`config.mk`:
```
export PLATFORM = sky130hd
export DESIGN_NAME = hazard_scoreboard
export DESIGN_NICKNAME = d
export VERILOG_FILES = /design/src/rtl/rt_hazard_pkg.sv /design/src/rtl/sb_counter_bank.sv /design/src/rtl/hazard_scoreboard.sv
export SDC_FILE = /design/constraint.sdc
export NUM_CORES = 1
export LEC_CHECK = 0
export CORE_MARGIN = 5
export CORE_UTILIZATION = 59
export DETAILED_ROUTE_END_ITERATION = 7
export MAX_ROUTING_LAYER = met4
export PLACE_DENSITY = 0.93
export SLEW_MARGIN = 20
export SYNTH_ARGS = -nofsm -noshare
export SYNTH_HDL_FRONTEND = slang
export SYNTH_HIERARCHICAL = 1
export SYNTH_SLANG_ARGS = --single-unit
```
`constraint.sdc`:
```
create_clock -name clk -period 4.2 [get_ports clk]
set_input_delay 0.63 -clock clk [delete_from_list [all_inputs] [get_ports clk]]
set_output_delay 0.63 -clock clk [all_outputs]
set_load 0.1 [all_outputs]
```
`src/rtl/rt_hazard_pkg.sv`:
```
// Shared types and default latencies for the decode-stage hazard scoreboard.
package rt_hazard_pkg;

    typedef enum logic [1:0] {
        HZ_ALU      = 2'd0,
        HZ_MEM_READ = 2'd1,
        HZ_V_REDUCE = 2'd2,
        HZ_LINK     = 2'd3
    } hazard_class_e;

    localparam int unsigned DEF_LAT_ALU  = 1;
    localparam int unsigned DEF_LAT_MEM  = 2;
    localparam int unsigned DEF_LAT_VRED = 2;
    localparam int unsigned DEF_LAT_LINK = 4;

    // Scalar result latency of an instruction class
    function automatic int unsigned lat_of(
        input hazard_class_e cls,
        input int unsigned   lat_alu  = DEF_LAT_ALU,
        input int unsigned   lat_mem  = DEF_LAT_MEM,
        input int unsigned   lat_vred = DEF_LAT_VRED,
        input int unsigned   lat_link = DEF_LAT_LINK
    );
        case (cls)
            HZ_MEM_READ: return lat_mem;
            HZ_V_REDUCE: return lat_vred;
            HZ_LINK:     return lat_link;
            default:     return lat_alu;
        endcase
    endfunction

endpackage

```
`src/rtl/sb_counter_bank.sv`:
```
// Per-register countdown counters with a load port, freeze input and
// combinational "still more than one cycle away" lookup per source port.
module sb_counter_bank #(
    parameter int unsigned NUM_REG = 32,
    parameter int unsigned CNT_W   = 3,
    parameter int unsigned NUM_SRC = 2,
    localparam int unsigned AW     = $clog2(NUM_REG)
) (
    input  logic                   clk,
    input  logic                   rst,
    input  logic                   hold,
    input  logic                   load_en,
    input  logic [AW-1:0]          load_addr,
    input  logic [CNT_W-1:0]       load_val,
    input  logic [NUM_SRC*AW-1:0]  src_addr,
    output logic [NUM_SRC-1:0]     busy,
    output logic [NUM_REG-1:0]     pending
);

    logic [CNT_W-1:0] cnt [NUM_REG];

    // Register 0 is never loaded and therefore stays at zero
    always_ff @(posedge clk or posedge rst) begin
        if (rst) begin
            for (int unsigned r = 0; r < NUM_REG; r++) begin
                cnt[r] <= '0;
            end
        end else begin
            for (int unsigned r = 1; r < NUM_REG; r++) begin
                if (load_en && (load_addr == AW'(r))) begin
                    cnt[r] <= load_val;
                end else if (!hold && (cnt[r] != '0)) begin
                    cnt[r] <= cnt[r] - CNT_W'(1);
                end
            end
        end
    end

    always_comb begin
        busy = '0;
        for (int unsigned i = 0; i < NUM_SRC; i++) begin
            busy[i] = cnt[src_addr[i*AW +: AW]] > CNT_W'(1);
        end
    end

    always_comb begin
        pending = '0;
        for (int unsigned r = 1; r < NUM_REG; r++) begin
            pending[r] = |cnt[r];
        end
    end

endmodule

```
`src/rtl/hazard_scoreboard.sv`:
```
// Decode-stage stall generator: tracks in-flight scalar/vector writes by
// countdown counters and stalls DE on sources not yet forwardable.
module hazard_scoreboard
    import rt_hazard_pkg::*;
#(
    parameter int unsigned NUM_SREG  = 32,
    parameter int unsigned NUM_VREG  = 16,
    parameter int unsigned NUM_S_SRC = 2,
    parameter int unsigned NUM_V_SRC = 2,
    parameter int unsigned CNT_W     = 3,
    parameter int unsigned LAT_ALU   = DEF_LAT_ALU,
    parameter int unsigned LAT_MEM   = DEF_LAT_MEM,
    parameter int unsigned LAT_VRED  = DEF_LAT_VRED,
    parameter int unsigned LAT_LINK  = DEF_LAT_LINK
) (
    input  logic                                   clk,
    input  logic                                   rst,
    input  logic                                   DE_valid,
    input  logic [NUM_S_SRC*$clog2(NUM_SREG)-1:0]  DE_S_src,
    input  logic [NUM_V_SRC*$clog2(NUM_VREG)-1:0]  DE_V_src,
    input  logic [NUM_S_SRC-1:0]                   DE_S_src_en,
    input  logic [NUM_V_SRC-1:0]                   DE_V_src_en,
    input  logic [$clog2(NUM_SREG)-1:0]            DE_Swb_address,
    input  logic [$clog2(NUM_VREG)-1:0]            DE_Vwb_address,
    input  logic                                   DE_Swb_en,
    input  logic                                   DE_Vwb_en,
    input  hazard_class_e                          DE_class,
    input  logic                                   pipe_hold,
    input  logic                                   flush,
    output logic                                   DE_stall,
    output logic [NUM_SREG-1:0]                    S_pending,
    output logic [NUM_VREG-1:0]                    V_pending
);

    localparam int unsigned SA_W = $clog2(NUM_SREG);
    localparam int unsigned VA_W = $clog2(NUM_VREG);

    logic [NUM_S_SRC-1:0] s_busy;
    logic [NUM_V_SRC-1:0] v_busy;
    logic [NUM_S_SRC-1:0] s_hit;
    logic [NUM_V_SRC-1:0] v_hit;
    logic                 issue;
    logic                 s_load_en;
    logic                 v_load_en;
    logic [CNT_W-1:0]     s_load_val;
    logic [CNT_W-1:0]     v_load_val;

    // Stall OR-tree over enabled, nonzero sources; busy uses pre-issue counts
    always_comb begin
        s_hit = '0;
        v_hit = '0;
        for (int unsigned i = 0; i < NUM_S_SRC; i++) begin
            s_hit[i] = DE_S_src_en[i] && (DE_S_src[i*SA_W +: SA_W] != '0) && s_busy[i];
        end
        for (int unsigned i = 0; i < NUM_V_SRC; i++) begin
            v_hit[i] = DE_V_src_en[i] && (DE_V_src[i*VA_W +: VA_W] != '0) && v_busy[i];
        end
    end

    assign DE_stall = DE_valid && ((|s_hit) || (|v_hit));
    assign issue    = DE_valid && !DE_stall && !pipe_hold && !flush;

    // Vector results only come from memory or the vector ALU; reductions write scalars
    assign s_load_en  = issue && DE_Swb_en && (DE_Swb_address != '0);
    assign v_load_en  = issue && DE_Vwb_en && (DE_Vwb_address != '0) && (DE_class != HZ_V_REDUCE);
    assign s_load_val = CNT_W'(lat_of(DE_class, LAT_ALU, LAT_MEM, LAT_VRED, LAT_LINK));
    assign v_load_val = (DE_class == HZ_MEM_READ) ? CNT_W'(LAT_MEM) : CNT_W'(LAT_ALU);

    sb_counter_bank #(
        .NUM_REG (NUM_SREG),
        .CNT_W   (CNT_W),
        .NUM_SRC (NUM_S_SRC)
    ) u_sbank (
        .clk       (clk),
        .rst       (rst),
        .hold      (pipe_hold),
        .load_en   (s_load_en),
        .load_addr (DE_Swb_address),
        .load_val  (s_load_val),
        .src_addr  (DE_S_src),
        .busy      (s_busy),
        .pending   (S_pending)
    );

    sb_counter_bank #(
        .NUM_REG (NUM_VREG),
        .CNT_W   (CNT_W),
        .NUM_SRC (NUM_V_SRC)
    ) u_vbank (
        .clk       (clk),
        .rst       (rst),
        .hold      (pipe_hold),
        .load_en   (v_load_en),
        .load_addr (DE_Vwb_address),
        .load_val  (v_load_val),
        .src_addr  (DE_V_src),
        .busy      (v_busy),
        .pending   (V_pending)
    );

endmodule

```
* Word-level counts from Yosys, hierarchy flattened *
Index checks and enable logic that the tools add are counted.

storage, ports and cells
  register bits after elaboration = 138
  input bits = 40
  output and inout port bits = 49

cells by class
  add/subtract/negate cells = 46
  $lt $le $gt $ge = 8
  eq/ne operators = 50
  multiplexer cells = 106
  bitwise logic cells = 4
  reduce and logical (&&, ||, !) cells = 260

operators with widths
  kind                   number
  $mux W3                100
  $reduce_bool A3 Y1     46
  $reduce_or A3 Y1       46
  $sub A3 B1 Y3 const B  46
  $logic_and A1 B1 Y1    109
  $reduce_bool A2 Y1     46
  $eq A5 B5 Y1 const B   16
  $eq A5 B4 Y1 const B   8
  $eq A4 B4 Y1 const B   8
  $bmux W3 S5            2
  $bmux W3 S4            2
  $eq A5 B3 Y1 const B   4
  $eq A4 B3 Y1 const B   4
  $reduce_bool A5 Y1     3
  $ge A6 B6 Y1 const B   2
  $gt A3 B1 Y1 const B   4
  $not A5 Y6             2
  $reduce_bool A4 Y1     3
  $eq A5 B2 Y1 const B   2
  $ge A5 B5 Y1 const B   2
  $not A4 Y5             2
  $eq A4 B2 Y1 const B   2
  $pmux W3 S2            1
  $reduce_or A2 Y1       3
  other kinds (8)        11

* Longest topological paths before layout *
Gate-level depths: netlist (run 1).

  depth after elaboration = 18
  depth in mapped cells = 15
  gate-level depth less buffers = 13

* Cells and area by module *
The synthesis (run 1) kept the hierarchy.

modules (own cells, without submodules)
  module                      times used  cells an instance  area an instance (sq um)  seq. area each (sq um)
  sb_counter_bank at u_sbank  1           782                6,497.5                   2,327.2
  sb_counter_bank at u_vbank  1           352                3,291.9                   1,126.1
  hazard_scoreboard           1           26                 207.7                     0.0

* Worst setup path before layout (run 1) *
No wires, ideal clock.

  path type = input-to-output
  start = in DE_S_src[5]
  end = out DE_stall
  data arrival time = 2,694 ps
  required time = 3,570 ps
  path slack = 876 ps
  stages = 7
  path buffers = 0
  cell sequence = inv_2 mux4_1 mux2_2 nor3b_2 a211o_1 o311a_1 o21a_1

on the way
  word-level cells in the longest chain between the ends = 9
  elaborated cells on any way between the ends = 11

RTL lines
  what                                        line                     RTL
  from (decl)                                 hazard_scoreboard.sv:19  input logic [NUM_S_SRC*$clog2(NUM_SREG)-1:0] DE_S_src,
  $not A5 Y6 (implied by the code)            sb_counter_bank.sv:42    busy[i] = cnt[src_addr[i*AW +: AW]] > CNT_W'(1);
  $bmux W3 S5                                 sb_counter_bank.sv:42
  $mux W3 (implied by the code) (2 in a row)  sb_counter_bank.sv:42
  $gt A3 B1 Y1                                sb_counter_bank.sv:42
  via s_busy[1]                               hazard_scoreboard.sv:38  logic [NUM_S_SRC-1:0] s_busy;
  $logic_and A1 B1 Y1                         hazard_scoreboard.sv:53  s_hit[i] = DE_S_src_en[i] && (DE_S_src[i*SA_W +: SA_W] != '0) && s_busy[i];
  $reduce_or A2 Y1                            hazard_scoreboard.sv:60  assign DE_stall = DE_valid && ((|s_hit) || (|v_hit));
  $logic_or A1 B1 Y1                          hazard_scoreboard.sv:60
  $logic_and A1 B1 Y1                         hazard_scoreboard.sv:60
  to (decl)                                   hazard_scoreboard.sv:30  output logic DE_stall,

The timed path passes the listed nets, and every way through them passes these cells. The select of a mux whose other input is x is not followed.

* Worst setup path after layout (run 1) *
Ends and elaborated chain as after synthesis.

==> flow_metrics.env, run 1 <==
export IMPL_outcome="finished clean"
export IMPL_grt_pass1_vias=9080
export IMPL_dpl_instance_area_mm2=0.0112
export IMPL_holdCritPathClass="flip-flop to flip-flop"
export IMPL_grt_pass1_wl_mm=42.7
export IMPL_ys_seq_area_share_pct=34.5
export IMPL_syn_cell_area_mm2=0.0100
export IMPL_grt_overflow=0
export IMPL_synth_edf_count=0
export IMPL_slew_headroom_pct=32.5
export IMPL_fp_row_count=47
export IMPL_drt_total_wl_mm=26.1
export IMPL_cts_buffers_inserted=17
export IMPL_synthCells=1160
export IMPL_syn_avg_cell_area_um2=8.62
export IMPL_fmaxAchievable_ghz=0.262
export IMPL_final_cell_area_mm2=0.0118
export IMPL_num_vias=8723
export IMPL_synth_cell_types=57
export IMPL_use_met2_pct=46.5
export IMPL_grt_met3_usage_pct=6.17
export IMPL_finalCritPeriodShare_pct=90.7
export IMPL_gp_congestion=1.00
export IMPL_portBuffers=86
export IMPL_start_kind="input pin"
export IMPL_worst_setup_path_end_kind="primary output"
export IMPL_layout_drive_gt1_share_pct=9.12
export IMPL_hold_end="u_sbank/cnt[36]$_DFFE_PP0P_"
export IMPL_antenna_found_initial=2
export IMPL_hpwl_mm=18.5
export IMPL_synth_seq_cells=138
export IMPL_postLayoutCoreUtil_pct=71.1
export IMPL_insertion_delay_ps=430
export IMPL_path_clk_slew_ps=60
export IMPL_cp_max_fo=8
export IMPL_use_met1_pct=31.2
export IMPL_wl_per_cell_um=17.5
export IMPL_yosysTopAreaCell="dfrtp_1"
export IMPL_drt_iter0_drc=893
export IMPL_power_leakage_nw=5.47
export IMPL_synth_main_ff_cell="dfrtp_1"
export IMPL_clock_sinks=138
export IMPL_postCtsHoldBufs=0
export IMPL_clk_path_buf_depth=2
export IMPL_cts_root_buf="clkbuf_16"
export IMPL_critPathRequiredTime_ps=3570
export IMPL_cts_resized=0
export IMPL_synth_common_cells="nor2_1 (171), inv_1 (147), a21oi_1 (140), dfrtp_1 (138), nand2_1 (121)"
export IMPL_path_class="input pin to primary output"
export IMPL_skew_ps=9.91
export IMPL_layout_nets=1397
export IMPL_r2r_cells=12
export IMPL_arrival_ps=3180
export IMPL_core_area_mm2=0.0166
export IMPL_crit_slowest_cell="clkdlybuf4s50_1"
export IMPL_area_growth_pct=17.9
export IMPL_reg2reg_from="u_sbank/cnt[76]$_DFFE_PP0P_"
export IMPL_worst_path_largest_cell_delay_ps=570
export IMPL_grt_max_degree=62
export IMPL_synthTopCellsByArea="dfrtp_1 (35%), ha_1 (12%), xnor2_1 (8.1%)"
export IMPL_postRouteAntennaNets=0
export IMPL_worst_slew_pin_transition_ps=1010
export IMPL_ios=89
export IMPL_ys_warn_count=18
export IMPL_slew_violations=0
export IMPL_tns_ps=0
export IMPL_path_buf_inv=3
export IMPL_critPathTopFamily="buffers and inverters"
export IMPL_die_area_mm2=0.0196
export IMPL_finalHoldViolations=0
export IMPL_cap_violations=0
export IMPL_fill_cells=1162
export IMPL_synth_most_common_cell="nor2_1"
export IMPL_r2r_end="u_sbank/cnt[64]$_DFFE_PP0P_"
export IMPL_cts_tree="yes"
export IMPL_reg2reg_setup_slack_ps=670
export IMPL_fin_crit_ps=3810
export IMPL_die_w_um=140
export IMPL_holdPathStages=2
export IMPL_min_delay_start="u_sbank/cnt[36]$_DFFE_PP0P_"
export IMPL_rsz0062_at_grt="false"
export IMPL_htree_num_levels=4
export IMPL_start_util_pct=60.3
export IMPL_top_usage_layer="met2"
export IMPL_finalSetupViolations=0
export IMPL_grt_total_usage_pct=27.8
export IMPL_routed_via_density=5.84
export IMPL_power_density_mw_per_mm2=787
export IMPL_die_h_um=140
export IMPL_crit_chain="clkdlybuf4s50_1, inv_2, mux4_1, mux2_2, nor3b_2, a211o_1, o311a_1, o21a_1, buf_12"
export IMPL_ir_worst_vdd_uv=470
export IMPL_drc=0
export IMPL_yosysTopAreaCellShare_pct=34.5
export IMPL_drt_pass1_iter_count=6
export IMPL_ys_async_sr_fraction_pct=100
export IMPL_post_cts_buffers=0
==> routing by layer <==
metal,routed length (um),up-vias,share of wire (%)
met5,0,-,0
met4,1140,0,4.4
met3,2030,125,7.8
met2,13100,403,50
met1,9830,4158,38
li1,-,4037,-
==> worst max-delay path by stage <==
stage / start / end / slack (ps) / cells past startpoint
2_1_floorplan: DE_S_src[5] / DE_stall / 880 / 7
3_3_place_gp: DE_S_src[5] / u_sbank/cnt[52]$_DFFE_PP0P_ / 230 / 12
3_5_place_dp: DE_S_src[5] / u_sbank/cnt[64]$_DFFE_PP0P_ / 130 / 12
4_1_cts: DE_S_src[5] / DE_stall / 440 / 9
5_1_grt: DE_S_src[5] / u_sbank/cnt[43]$_DFFE_PP0P_ / 220 / 13
6_report: DE_S_src[5] / DE_stall / 390 / 9
==> worst min-delay path, delay by kind of cell, from the launching register on <==
kind / cells / cell delay [ps]
DFF: 1 / 350
xor gates and xnor gates: 1 / 120
AOI/OAI and AO/OA: 1 / 60
==> power breakdown <==
part | total [mW] | internal [mW] | switching (mW)
registers | 2.60 | 2.04 | 0.556
logic | 5.13 | 1.98 | 3.14
clock network | 1.55 | 0.996 | 0.557
total | 9.28 | 5.02 | 4.26
==> sequential cells by signal (all words and copies together), names as in the netlist <==
signal       count
u_sbank/cnt     93
u_vbank/cnt     45
==> per-stage QoR <==
step	instances	hold slack [ps]	total power, mW	worst slack, ps
after detailed placement	1462	561	7.59	132
after global placement	1462	561	7.30	230
after global routing	1494	593	9.89	223
final	1494	570	9.28	389
after CTS	1492	573	9.25	441
after floorplan	1165	544	6.41	876
==> logic make-up (layout without fill, tap and decap cells) <==
group	after synthesis	in the layout	share of synthesized area (%)
fa+ha+maj	96	96	12.0
mux	78	78	10.4
compound gates	197	197	11.2
simple gates	381	381	17.0
xor+xnor	92	92	8.06
flops	138	138	34.5
buf+inv	175	282	6.67
other cells	3	10	0.113
==> cells in the final DEF (no fill, tap or decap), types with 5 or more instances in the layout <==
cell and count:
and2b_1 5, mux4_2 7, buf_4 18, nor2_1 171, nor4_1 7, xnor2_1 92
nor2b_1 12, dfrtp_1 138, conb_1 8, clkdlybuf4s50_1 84, inv_1 145, mux2_2 44
mux2i_1 20, o21ai_0 21, clkinv_2 5, nand2_1 121, a21o_1 5, nor3b_1 16
a21oi_1 140, mux4_1 7, ha_1 95, clkbuf_16 17, nor3_1 18, nand2b_1 6
a211oi_1 7
==> area by class of cell <==
cell class,count,area [um2],share of cell area [%]
diodes,2,5.00,0.0425
clock buffers,21,450,3.82
clock inverters,9,148,1.25
inverters,148,557,4.72
multi-input cells,852,5900,50.0
flip-flops and latches,138,3450,29.3
well taps,220,275,2.34
repair buffers,104,1000,8.49
Power figures use the tool's default switching activity.
==> run 2, diff against run 1 <==
--- a/config.mk
+++ b/config.mk
@@ -10,7 +10,8 @@
 export DETAILED_ROUTE_END_ITERATION = 7
 export MAX_ROUTING_LAYER = met4
 export PLACE_DENSITY = 0.93
-export SLEW_MARGIN = 20
+export REMOVE_ABC_BUFFERS = 1
+export SLEW_MARGIN = 30
 export SYNTH_ARGS = -nofsm -noshare
 export SYNTH_HDL_FRONTEND = slang
 export SYNTH_HIERARCHICAL = 1
==> run 2 against run 1 <==
Compared with the run above: clock skew fell by 0.93 ps; worst hold slack improved by 3.7 ps; routed wire length rose by 6.5%; sequential share of layout area fell by 0.16 points; largest power group unchanged.
==> flow_metrics.env, run 2 (synthesis results as in run 1) <==
export IMPL_cap_violations=0
export IMPL_cts_root_buf="clkbuf_16"
export IMPL_p_comb_share_pct=55.0
export IMPL_slew_headroom_pct=32.7
export IMPL_worst_setup_path_end_kind="primary output"
export IMPL_insertion_delay_ps=430
export IMPL_grt_max_degree=62
export IMPL_final_cell_mix="nor2_1 (171), inv_1 (145), a21oi_1 (140)"
export IMPL_p_seq_share_pct=27.9
export IMPL_path_clk_slew_ps=60
export IMPL_core_area_mm2=0.0166
export IMPL_cts_resized=0
export IMPL_layout_nets=1400
export IMPL_post_cts_buffers=0
export IMPL_finalHoldViolations=0
export IMPL_skew_ps=8.98
export IMPL_path_buf_inv=3
export IMPL_cts_tree="yes"
export IMPL_dpl_cell_count=1465
export IMPL_holdPathStages=2
export IMPL_reg2reg_from="u_sbank/cnt[73]$_DFFE_PP0P_"
export IMPL_die_area_mm2=0.0196
export IMPL_grt_total_usage_pct=29.5
export IMPL_drc=0
export IMPL_r2r_cells=12
export IMPL_tns_ps=0
export IMPL_grt_pass1_wl_mm=45.9
export IMPL_fp_row_count=47
export IMPL_cts_buffers_inserted=17
export IMPL_routed_via_density=5.96
export IMPL_drt_total_wl_mm=27.8
export IMPL_min_delay_start="u_vbank/cnt[39]$_DFFE_PP0P_"
export IMPL_swShare_pct=46.4
export IMPL_cp_max_fo=6
export IMPL_grt_overflow=0
export IMPL_crit_chain="clkdlybuf4s50_1, mux4_2, a221oi_2, a21o_1, nand2_1, o221ai_2, buf_4, o21a_1, buf_12"
export IMPL_top_regs="u_sbank/cnt: 93 flops, u_vbank/cnt: 45 flops"
export IMPL_antenna_found_initial=1
export IMPL_finalSetupViolations=0
export IMPL_die_w_um=140
export IMPL_clk_path_buf_depth=2
export IMPL_die_h_um=140
export IMPL_switchingPower_mw=4.38
export IMPL_finalCritPeriodShare_pct=93.4
export IMPL_htree_num_levels=4
export IMPL_final_common_cell="nor2_1"
export IMPL_drt_iter0_drc=1019
export IMPL_power_density_mw_per_mm2=795
export IMPL_worst_path_largest_cell_delay_ps=690
export IMPL_critPathRequiredTime_ps=3570
export IMPL_fin_crit_ps=3920
export IMPL_final_cells=1498
export IMPL_power_leakage_nw=5.51
export IMPL_fill_cells=1103
export IMPL_intPower_mw=5.05
export IMPL_hold_end="u_vbank/cnt[39]$_DFFE_PP0P_"
export IMPL_largest_reg_flops=93
export IMPL_clock_power_share_pct=17.1
export IMPL_r2r_end="u_vbank/cnt[37]$_DFFE_PP0P_"
export IMPL_start_kind="input pin"
export IMPL_postRouteAntennaNets=0
export IMPL_portBuffers=86
export IMPL_multiInputGateArea_mm2=0.00590
export IMPL_grt_pass1_vias=9378
export IMPL_drt_pass1_iter_count=8
export IMPL_gp_congestion=0.965
export IMPL_rsz0062_at_grt="false"
export IMPL_critPathTopFamily="buffers and inverters"
export IMPL_fmaxAchievable_ghz=0.255
export IMPL_path_class="input pin to primary output"
export IMPL_wl_per_cell_um=18.6
export IMPL_worst_slew_pin_transition_ps=1010
export IMPL_layout_drive_gt1_share_pct=9.48
export IMPL_outcome="finished clean"
export IMPL_ios=89
export IMPL_arrival_ps=3290
export IMPL_area_growth_pct=18.6
export IMPL_hpwl_mm=18.7
export IMPL_reg2reg_setup_slack_ps=760
export IMPL_num_vias=8926
export IMPL_ir_worst_vdd_uv=480
export IMPL_regMostFlops="u_sbank/cnt"
export IMPL_register_area_mm2=0.00345
export IMPL_holdCritPathClass="flip-flop to flip-flop"
export IMPL_slew_violations=0
export IMPL_clock_sinks=138
export IMPL_start_util_pct=60.3
export IMPL_crit_slowest_cell="clkdlybuf4s50_1"
export IMPL_postCtsHoldBufs=0
run 2: routing by layer:
layer | up-vias | global-route usage [%] | share of wire, %
li1 | 4032 | - | -
met1 | 4256 | 34.0 | 38
met2 | 493 | 48.1 | 49
met3 | 145 | 5.59 | 7.7
met4 | 0 | 17.5 | 5.7
met5 | - | - | 0
run 2: worst max path at each step:
| stage | start | endpoint | cells after the start |
|---|---|---|---|
| after floorplan | DE_S_src[5] | DE_stall | 7 |
| after global placement | DE_S_src[1] | u_vbank/cnt[31]$_DFFE_PP0P_ | 14 |
| after detailed placement | DE_S_src[1] | u_vbank/cnt[37]$_DFFE_PP0P_ | 13 |
| after CTS | DE_S_src[1] | DE_stall | 12 |
| after global routing | DE_V_src[4] | DE_stall | 9 |
| final | DE_V_src[0] | DE_stall | 9 |
run 2: final cells by class:
cell class                 count  share of cell area [%]
multi-input combinational    852                    49.7
sequential                   138                    29.1
timing repair buffer         107                    8.76
inverter                     148                    4.71
clock buffer                  21                    3.88
tap                          220                    2.32
clock inverter                11                    1.43
antenna                        1                  0.0211
run 2: metrics by stage:
stage                     utilization (%)  area (um2)  hold WS (ps)  power, mW  setup WS (ps)
after global placement               67.6       11200           561       7.30            202
final                                71.5       11900           574       9.43            276
after floorplan                         -        9900           544       6.40            876
after global routing                 71.5       11900           603       10.0            239
after CTS                            71.4       11800           576       9.37            262
after detailed placement             67.6       11200           563       7.61           93.3
run 2: worst min-delay path, stage by stage (launching register included):
cell and delay, ps:
dfrtp_1 350, xnor2_1 120, a21oi_1 60
run 2: power by group through the flow:
| stage | registers (mW) | logic (mW) | clock network [mW] |
|---|---|---|---|
| final | 2.63 | 5.19 | 1.61 |
| after global routing | 2.70 | 5.65 | 1.68 |
| after CTS | 2.60 | 5.16 | 1.61 |
| after detailed placement | 2.59 | 5.02 | 0 |
| after global placement | 2.55 | 4.76 | 0 |
| after floorplan | 2.44 | 3.96 | 0 |
==> run 3, diff against run 2 <==
--- a/config.mk
+++ b/config.mk
@@ -5,11 +5,12 @@
 export SDC_FILE = /design/constraint.sdc
 export NUM_CORES = 1
 export LEC_CHECK = 0
+export CORE_ASPECT_RATIO = 1.2
 export CORE_MARGIN = 5
-export CORE_UTILIZATION = 59
+export CORE_UTILIZATION = 53
 export DETAILED_ROUTE_END_ITERATION = 7
 export MAX_ROUTING_LAYER = met4
-export PLACE_DENSITY = 0.93
+export PLACE_DENSITY = 0.89
 export REMOVE_ABC_BUFFERS = 1
 export SLEW_MARGIN = 30
 export SYNTH_ARGS = -nofsm -noshare
==> constraint.sdc (replaced) <==
create_clock -name clk -period 3.3 [get_ports clk]
set_input_delay 0.495 -clock clk [delete_from_list [all_inputs] [get_ports clk]]
set_output_delay 0.495 -clock clk [all_outputs]
set_load 0.1 [all_outputs]
==> run 3 against run 2 <==
Compared with the run above: routed wire length decreased by 2.9%; non-clock buffer count increased by 82; flip-flop and latch count stayed put; final area is 4.6% higher; clock-buffer cell count shrank 2; cell count increased by 7.9%; global-route usage decreased by 3.9 points; worst hold slack worse by 13 ps; combinational power grew 25%; die area is 11% higher; via count shrank 0.26%; power increased by 23%; highest routed layer unchanged.
==> flow_metrics.env, run 3 (synthesis results as in run 1) <==
export IMPL_finalSetupViolations=0
export IMPL_rsz0062_at_grt="true"
export IMPL_critPathRequiredTime_ps=2800
export IMPL_clk_path_buf_depth=2
export IMPL_grt_pass1_vias=9372
export IMPL_fin_ws_ps=0.0357
export IMPL_start_kind="input pin"
export IMPL_reg2reg_setup_slack_ps=50
export IMPL_drc=0
export IMPL_slew_violations=0
export IMPL_core_area_mm2=0.0187
export IMPL_fmaxAchievable_ghz=0.303
export IMPL_arrival_ps=2800
export IMPL_cts_root_buf="clkbuf_16"
export IMPL_cp_max_fo=7
export IMPL_power_density_mw_per_mm2=933
export IMPL_outcome="finished clean"
export IMPL_hpwl_mm=19.1
export IMPL_drt_iter0_drc=637
export IMPL_largest_reg_flops=93
export IMPL_grt_pass1_wl_mm=43.4
export IMPL_reg2reg_from="u_sbank/cnt[5]$_DFFE_PP0P_"
export IMPL_final_cells=1616
export IMPL_top_regs="u_sbank/cnt: 93 flops, u_vbank/cnt: 45 flops"
export IMPL_top_layer_used="met4"
export IMPL_htree_num_levels=4
export IMPL_path_clk_slew_ps=60
export IMPL_cts_buffers_inserted=17
export IMPL_drt_total_wl_mm=27.0
export IMPL_r2r_cells=13
export IMPL_route_met2_wl_mm=14.0
export IMPL_gp_congestion=1.00
export IMPL_skew_ps=6.71
export IMPL_die_h_um=160
export IMPL_die_w_um=135
export IMPL_die_area_mm2=0.0217
export IMPL_drt_met1_wl_mm=9.95
export IMPL_clock_sinks=138
export IMPL_worst_setup_path_end_kind="primary output"
export IMPL_layout_drive_gt1_share_pct=19.5
export IMPL_antenna_found_initial=0
export IMPL_slew_headroom_pct=42.9
export IMPL_final_common_cell="nor2_1"
export IMPL_cp_startpoint="DE_S_src[5]"
export IMPL_postCtsHoldBufs=0
export IMPL_fp_row_count=55
export IMPL_final_cell_area_mm2=0.0124
export IMPL_drt_pass1_iter_count=5
export IMPL_dpl_cell_count=1579
export IMPL_power_leakage_nw=5.87
export IMPL_num_vias=8903
export IMPL_finalCritPeriodShare_pct=100
export IMPL_ir_worst_vdd_uv=650
export IMPL_finalHoldViolations=0
export IMPL_worst_slew_pin_transition_ps=856
export IMPL_area_growth_pct=24.0
export IMPL_wl_per_cell_um=16.7
export IMPL_holdCritPathClass="input pin to async pin"
export IMPL_routed_via_density=5.51
export IMPL_final_cell_mix="nor2_1 (167), buf_4 (146), inv_1 (144)"
export IMPL_fin_crit_ps=3300
export IMPL_path_class="input pin to primary output"
export IMPL_grt_overflow=0
export IMPL_insertion_delay_ps=430
export IMPL_cp_endpoint="DE_stall"
export IMPL_regMostFlops="u_sbank/cnt"
export IMPL_portBuffers=86
export IMPL_r2r_end="u_sbank/cnt[40]$_DFFE_PP0P_"
export IMPL_grt_max_degree=62
export IMPL_grt_total_usage_pct=25.7
export IMPL_start_util_pct=53.4
export IMPL_ios=89
export IMPL_dpl_instance_area_mm2=0.0117
export IMPL_cap_violations=0
export IMPL_layout_nets=1482
export IMPL_postRouteAntennaNets=0
export IMPL_place_ws_ps=-532
export IMPL_cts_tree="yes"
export IMPL_wl_met3_mm=2.16
run 3: changes by cell type in the layout (fill, tap and decap cells not counted), sizes merged:
cell           change
buf              +128
clkinv             +4
inv                +1
bufinv             -4
clkdlybuf4s50     -52
dlygate4sd2        +6
clkinvlp           +1
clkbuf             -2
run 3: worst max-delay path: stages:
cell and delay [ps]:
dlygate4sd2_1 320, inv_2 120, mux4_1 560, mux2_2 290, nor3b_2 160, a211o_1 140
o311a_4 220, buf_4 130, o21a_1 160, buf_12 190
run 3: power breakdown:
group	internal, mW	switching, mW	total [mW]	leakage, nW
Clock	1.00	0.778	1.78	0.258
Combinational	2.50	3.99	6.48	4.02
Sequential	2.60	0.703	3.30	1.59
Total	6.10	5.47	11.6	5.87
run 3: timing repair:
item / 4_1_cts / 5_1_grt
endpoints found under the setup margin: 12 / 96
buffers inserted: 3 / 1
pin swaps: 4 / 3
endpoints found under the hold margin: 0 / 0
resized for setup: 14 / 15
run 3: layer usage:
| metal | vias to the layer above | global-route usage [%] |
|---|---|---|
| met3 | 80 | 6.64 |
| met2 | 401 | 44.3 |
| met5 | - | - |
| met4 | 0 | 9.90 |
| met1 | 4229 | 28.2 |
| li1 | 4193 | - |
run 3: worst min-delay path by stage:
stage | depth (start not counted) | slack, ps | end | start
after floorplan | 2 | 540 | u_vbank/cnt[33]$_DFFE_PP0P_ | u_vbank/cnt[33]$_DFFE_PP0P_
after global placement | 2 | 560 | u_sbank/cnt[30]$_DFFE_PP0P_ | u_sbank/cnt[30]$_DFFE_PP0P_
after detailed placement | 2 | 560 | u_sbank/cnt[78]$_DFFE_PP0P_ | u_sbank/cnt[78]$_DFFE_PP0P_
after CTS | 2 | 570 | u_sbank/cnt[15]$_DFFE_PP0P_ | rst
after global routing | 2 | 590 | u_sbank/cnt[72]$_DFFE_PP0P_ | u_sbank/cnt[72]$_DFFE_PP0P_
final | 2 | 560 | u_sbank/cnt[16]$_DFFE_PP0P_ | rst
run 3: final cells by class:
type / instances / area (um2)
clock buffer: 19 / 453
clock inverter: 13 / 96.3
inverter: 148 / 557
sequential: 138 / 3450
antenna: 1 / 2.50
multi-input combinational: 852 / 5970
tap: 256 / 320
fill: 1385 / 6320
timing repair buffer: 189 / 1540
run 3: per-stage QoR:
stage / setup TNS, ps / hold slack (ps) / utilization (%) / power (mW)
final: 0 / 561 / 66.2 / 11.6
after global routing: -473 / 585 / 66.2 / 12.4
after CTS: 0 / 573 / 65.8 / 11.5
after detailed placement: -44790 / 558 / 62.7 / 9.64
after global placement: -34390 / 560 / 62.7 / 9.26
after floorplan: 0 / 544 / - / 8.14
